`config.mk`:
```
export PLATFORM = sky130hd
export DESIGN_NAME = gcd_ctrl
export DESIGN_NICKNAME = d
export VERILOG_FILES = /design/src/rtl/gcd_ctrl.sv
export SDC_FILE = /design/constraint.sdc
export NUM_CORES = 1
export LEC_CHECK = 0
export CAP_MARGIN = 20
export CORE_AREA = 8 8 45 47
export CTS_BUF_LIST = sky130_fd_sc_hd__clkbuf_16
export DETAILED_ROUTE_END_ITERATION = 8
export DIE_AREA = 0 0 53 55
export HOLD_SLACK_MARGIN = 0.02
export PLACE_DENSITY_LB_ADDON = 0.3
export SLEW_MARGIN = 20
export SYNTH_ARGS = -nofsm -noshare
export SYNTH_HDL_FRONTEND = slang
export SYNTH_SLANG_ARGS = --single-unit
```
`constraint.sdc`:
```
create_clock -name clk -period 1.69 [get_ports clk]
set_clock_uncertainty 0.15 [all_clocks]
set_input_delay 0.338 -clock clk [delete_from_list [all_inputs] [get_ports clk]]
set_output_delay 0.338 -clock clk [all_outputs]
set_load 0.1 [all_outputs]
```
`src/rtl/gcd_ctrl.sv`:
```
// rtl/gcd_ctrl.sv - Moore control FSM for a subtractive GCD datapath
// Optional iteration counter enabled by defining GCD_CTRL_ITER_CNT_EN.
module gcd_ctrl #(
  parameter int unsigned CNT_W = 16
) (
  input  logic             clk,
  input  logic             rst,
  input  logic             operands_val,
  output logic             operands_rdy,
  output logic             result_val,
  input  logic             result_rdy,
  input  logic             B_zero,
  input  logic             A_lt_B,
  output logic             A_en,
  output logic             B_en,
  output logic [1:0]       A_mux_sel,
  output logic             B_mux_sel
`ifdef GCD_CTRL_ITER_CNT_EN
  ,
  output logic [CNT_W-1:0] iter_count
`endif
);

  typedef enum logic [2:0] {
    IDLE  = 3'd0,
    LOAD  = 3'd1,
    CHECK = 3'd2,
    SWAP  = 3'd3,
    SUB   = 3'd4,
    DONE  = 3'd5
  } state_t;

  state_t     state;
  state_t     state_nxt;
  logic       rdy_nxt;
  logic       val_nxt;
  logic       a_en_nxt;
  logic       b_en_nxt;
  logic [1:0] a_sel_nxt;
  logic       b_sel_nxt;

  // A zero-width counter would make the optional port meaningless.
  if (CNT_W == 0) begin : g_bad_cnt_w
  end

  always_comb begin
    state_nxt = state;
    case (state)
      IDLE:      if (operands_val) state_nxt = LOAD;
      LOAD:      state_nxt = CHECK;
      CHECK: begin
        if (A_lt_B)      state_nxt = SWAP;
        else if (B_zero) state_nxt = DONE;
        else             state_nxt = SUB;
      end
      SWAP, SUB: state_nxt = CHECK;
      DONE:      if (result_rdy) state_nxt = IDLE;
      default:   state_nxt = IDLE;
    endcase
  end

  // Outputs are decoded from the next state and registered, so they are
  // clean flop outputs that still line up exactly with the current state.
  always_comb begin
    rdy_nxt   = 1'b0;
    val_nxt   = 1'b0;
    a_en_nxt  = 1'b0;
    b_en_nxt  = 1'b0;
    a_sel_nxt = 2'b00;
    b_sel_nxt = 1'b0;
    case (state_nxt)
      IDLE: rdy_nxt = 1'b1;
      LOAD: begin
        a_en_nxt  = 1'b1;
        b_en_nxt  = 1'b1;
        b_sel_nxt = 1'b1;
      end
      SWAP: begin
        a_en_nxt  = 1'b1;
        b_en_nxt  = 1'b1;
        a_sel_nxt = 2'b10;
      end
      SUB: begin
        a_en_nxt  = 1'b1;
        a_sel_nxt = 2'b01;
      end
      DONE:    val_nxt = 1'b1;
      default: ;
    endcase
  end

  always_ff @(posedge clk) begin
    if (rst) begin
      state        <= IDLE;
      operands_rdy <= 1'b1;
      result_val   <= 1'b0;
      A_en         <= 1'b0;
      B_en         <= 1'b0;
      A_mux_sel    <= 2'b00;
      B_mux_sel    <= 1'b0;
    end else begin
      state        <= state_nxt;
      operands_rdy <= rdy_nxt;
      result_val   <= val_nxt;
      A_en         <= a_en_nxt;
      B_en         <= b_en_nxt;
      A_mux_sel    <= a_sel_nxt;
      B_mux_sel    <= b_sel_nxt;
    end
  end

`ifdef GCD_CTRL_ITER_CNT_EN
  always_ff @(posedge clk) begin
    if (rst) begin
      iter_count <= '0;
    end else if (state == IDLE && operands_val) begin
      iter_count <= '0;
    end else if ((state == SWAP || state == SUB) && iter_count != '1) begin
      iter_count <= iter_count + CNT_W'(1);
    end
  end
`endif

endmodule

```
==> results.yml <==
route:
  dr_total_vias: 322
  drc_errors: 0
  dr.pass1.iters: 3
  routed_wl_um: 820
  drtAntennaViolNets: 0
  drt-initial-drc-count: 4
  wl_per_cell_um: 12.06
  via_per_inst: 4.735
pwr:
  p_per_area_nw_per_um2: 1388
  leakagePower_nw: 0.2766
  irDropWorstVdd_mv: 1.176
  total_power_mw: 0.9412
sta:
  tightest_slew_ps: 262.0
  fmax_ghz: 0.6044
  final_max_slew_viol_count: 0
  fin_ws_ps: 35.50
  tns_ps: 0
  slew_headroom: 0.8240
  hold_viol: 0
  setup_violations: 0
  whs_ps: 491.0
  final.min_clock_period_ps: 1655
  rsz0062_at_grt: "no"
  final.period_utilization: 0.9790
place:
  place_hpwl_um: 635.1
  place_congestion: 0.7673
  place_inst: 64
  dp_slack_ps: -199.8
  port_buffers: 12
clock_tree:
  clk_path_buf_depth: 2
  root_buffer: "clkbuf_16"
  clk_latency_ps: 230
  cts.sinks: 10
  postCtsHoldBufs: 0
  cts-buffers-inserted: 3
  cts_setup_buffers: 0
  cts_resized: 0
  h-tree-depth: 1
  tritoncts: "yes"
  clk_pin_slew_ps: 40
yosys:
  seq_area_frac_synth: 0.5351
  yosysWarnings: 0
  synth_area_um2: 374.1
  synth_area_leaders: "dfxtp_1 54%, or4b_1 5.4%, nor2_1 5.0%, a211oi_1 4.0%, nor3b_2 3.3%"
  synth_cells: 34
  synth_seq_cells: 10
  synth_top_area_cell: "dfxtp_1"
  synth_edf_count: 0
  yosysTopAreaCellShare: 0.5351
  synth_cell_type_count: 18
  synthFlopType: "dfxtp_1"
  synth_commonest_cells: "10 x dfxtp_1, 5 x nor2_1, 2 x a211oi_1, 2 x a21oi_1, 2 x or4b_1"
  synth_async_sr_flop_share: 0
  synth_fp_nets: 40
  synth.most_common_cell: "dfxtp_1"
  syn-mean-instance-area_um2: 11.00
final_layout:
  n_antenna_cell: 0
  nets: 59
  drive_gt1_frac: 0.3077
  syn2layout_area_growth_pct: 81.27
  final.fill_count: 119
  final_cells: 68
die:
  die_h_um: 55
  fp-row-count: 14
  die_width_um: 53
  pin_count: 13
  dieArea_um2: 2915
  start_util: 0.2703
  core_um2: 1384
global_routing:
  grt_pass1_wl_um: 1248
  antenna_found_initial: 0
  grt_pass1_vias: 307
  grtUsageTotal: 0.06086
  grt_overflow_total: 0
  grt_max_degree: 9
critical_path:
  critical_path.startpoint_type: "primary input"
  critPathArrivalTime_ps: 1610
  max_stage_delay_ps: 490
  path_class: "in -> reg"
  required_ps: 1650
  crit_slowest_cell: "or4b_1"
  cp_cell_sequence: "clkdlybuf4s50_1 -> or4b_1 -> a21o_1 -> inv_1 -> a211oi_1"
  cp_max_fo: 4
  end_kind: "register"
hold_path:
  min_path_type: "reg -> reg"
status:
  outcome: "finished, final reports clean"
flow_run:
  cap_violations: 0
## registers in the layout, summed over array words and instances, names as in the netlist
| signal | count |
|---|---|
| state | 3 |
| B_en | 1 |
| operands_rdy | 1 |
| A_en | 1 |
| B_mux_sel | 1 |
| result_val | 1 |
| A_mux_sel | 2 |
## path summary, 6_finish.rpt
check                              start           end  slack [ps]  cells past startpoint
worst max register to register  state[2]  operands_rdy         110                      4
worst min-delay path            state[0]     B_mux_sel         490                      2
worst min register to register  state[0]     B_mux_sel         490                      2
worst max-delay path              A_lt_B  operands_rdy          40                      5
## power by group
part	switching (mW)	internal [mW]	total, mW
registers	0.0209	0.258	0.279
logic	0.148	0.0980	0.246
clock network	0.106	0.310	0.416
total	0.275	0.666	0.941
## layout make-up
cell class	instances	area [µm²]	share of cell area
inverter	1	3.754	0.005535
timing repair buffer	14	205.2	0.3026
tap	16	20.02	0.02952
sequential	10	200.2	0.2952
clock inverter	1	3.754	0.005535
multi-input combinational	23	170.2	0.2509
clock buffer	3	75.07	0.1107
## worst max-delay path: cells and delay by family
kind                   cells  cell delay (ps)
AOI/OAI and AO/OA          2              290
and+or+nand+nor            1              490
buffers and inverters      2              490
## metal layers
metal / track usage / wire length (µm)
met4: 0.03879 / 4
met1: 0.06288 / 333
met5: 0 / 0
met2: 0.08984 / 415
met3: 0.04011 / 66
## cells by family after synthesis
logic type | count (synthesis) | share of synthesized area
AO/OA/AOI/OAI | 8 | 0.1672
buffers and inverters | 1 | 0.01002
multiplexers | 1 | 0.02676
flip-flops | 10 | 0.5351
AND/OR/NAND/NOR | 14 | 0.2609
## cell usage in the layout, fill, tap and decap left out
master / netlist / layout
nor2_1: 5 / 5
clkinv_1: 0 / 1
a211oi_1: 2 / 2
o211a_2: 1 / 1
inv_1: 1 / 1
nor3_1: 1 / 1
a21oi_1: 2 / 2
clkdlybuf4s50_1: 0 / 5
mux2i_1: 1 / 1
nand3_1: 1 / 1
a21o_1: 1 / 1
buf_12: 0 / 7
nor3b_2: 1 / 1
dfxtp_1: 10 / 10
nand4bb_1: 1 / 1
or3b_1: 1 / 1
o21a_1: 1 / 1
or4b_1: 2 / 2
nor3_2: 1 / 1
buf_4: 0 / 2
o211ai_2: 1 / 1
and2_1: 1 / 1
clkbuf_16: 0 / 3
## metrics by stage
step,cell area [µm²],utilization
2_1_floorplan,374.1,-
3_3_place_gp,599.3,0.4331
3_5_place_dp,599.3,0.4331
4_1_cts,678.2,0.4901
5_1_grt,678.2,0.4901
6_report,678.2,0.4901
Power figures use the tool's default switching activity.
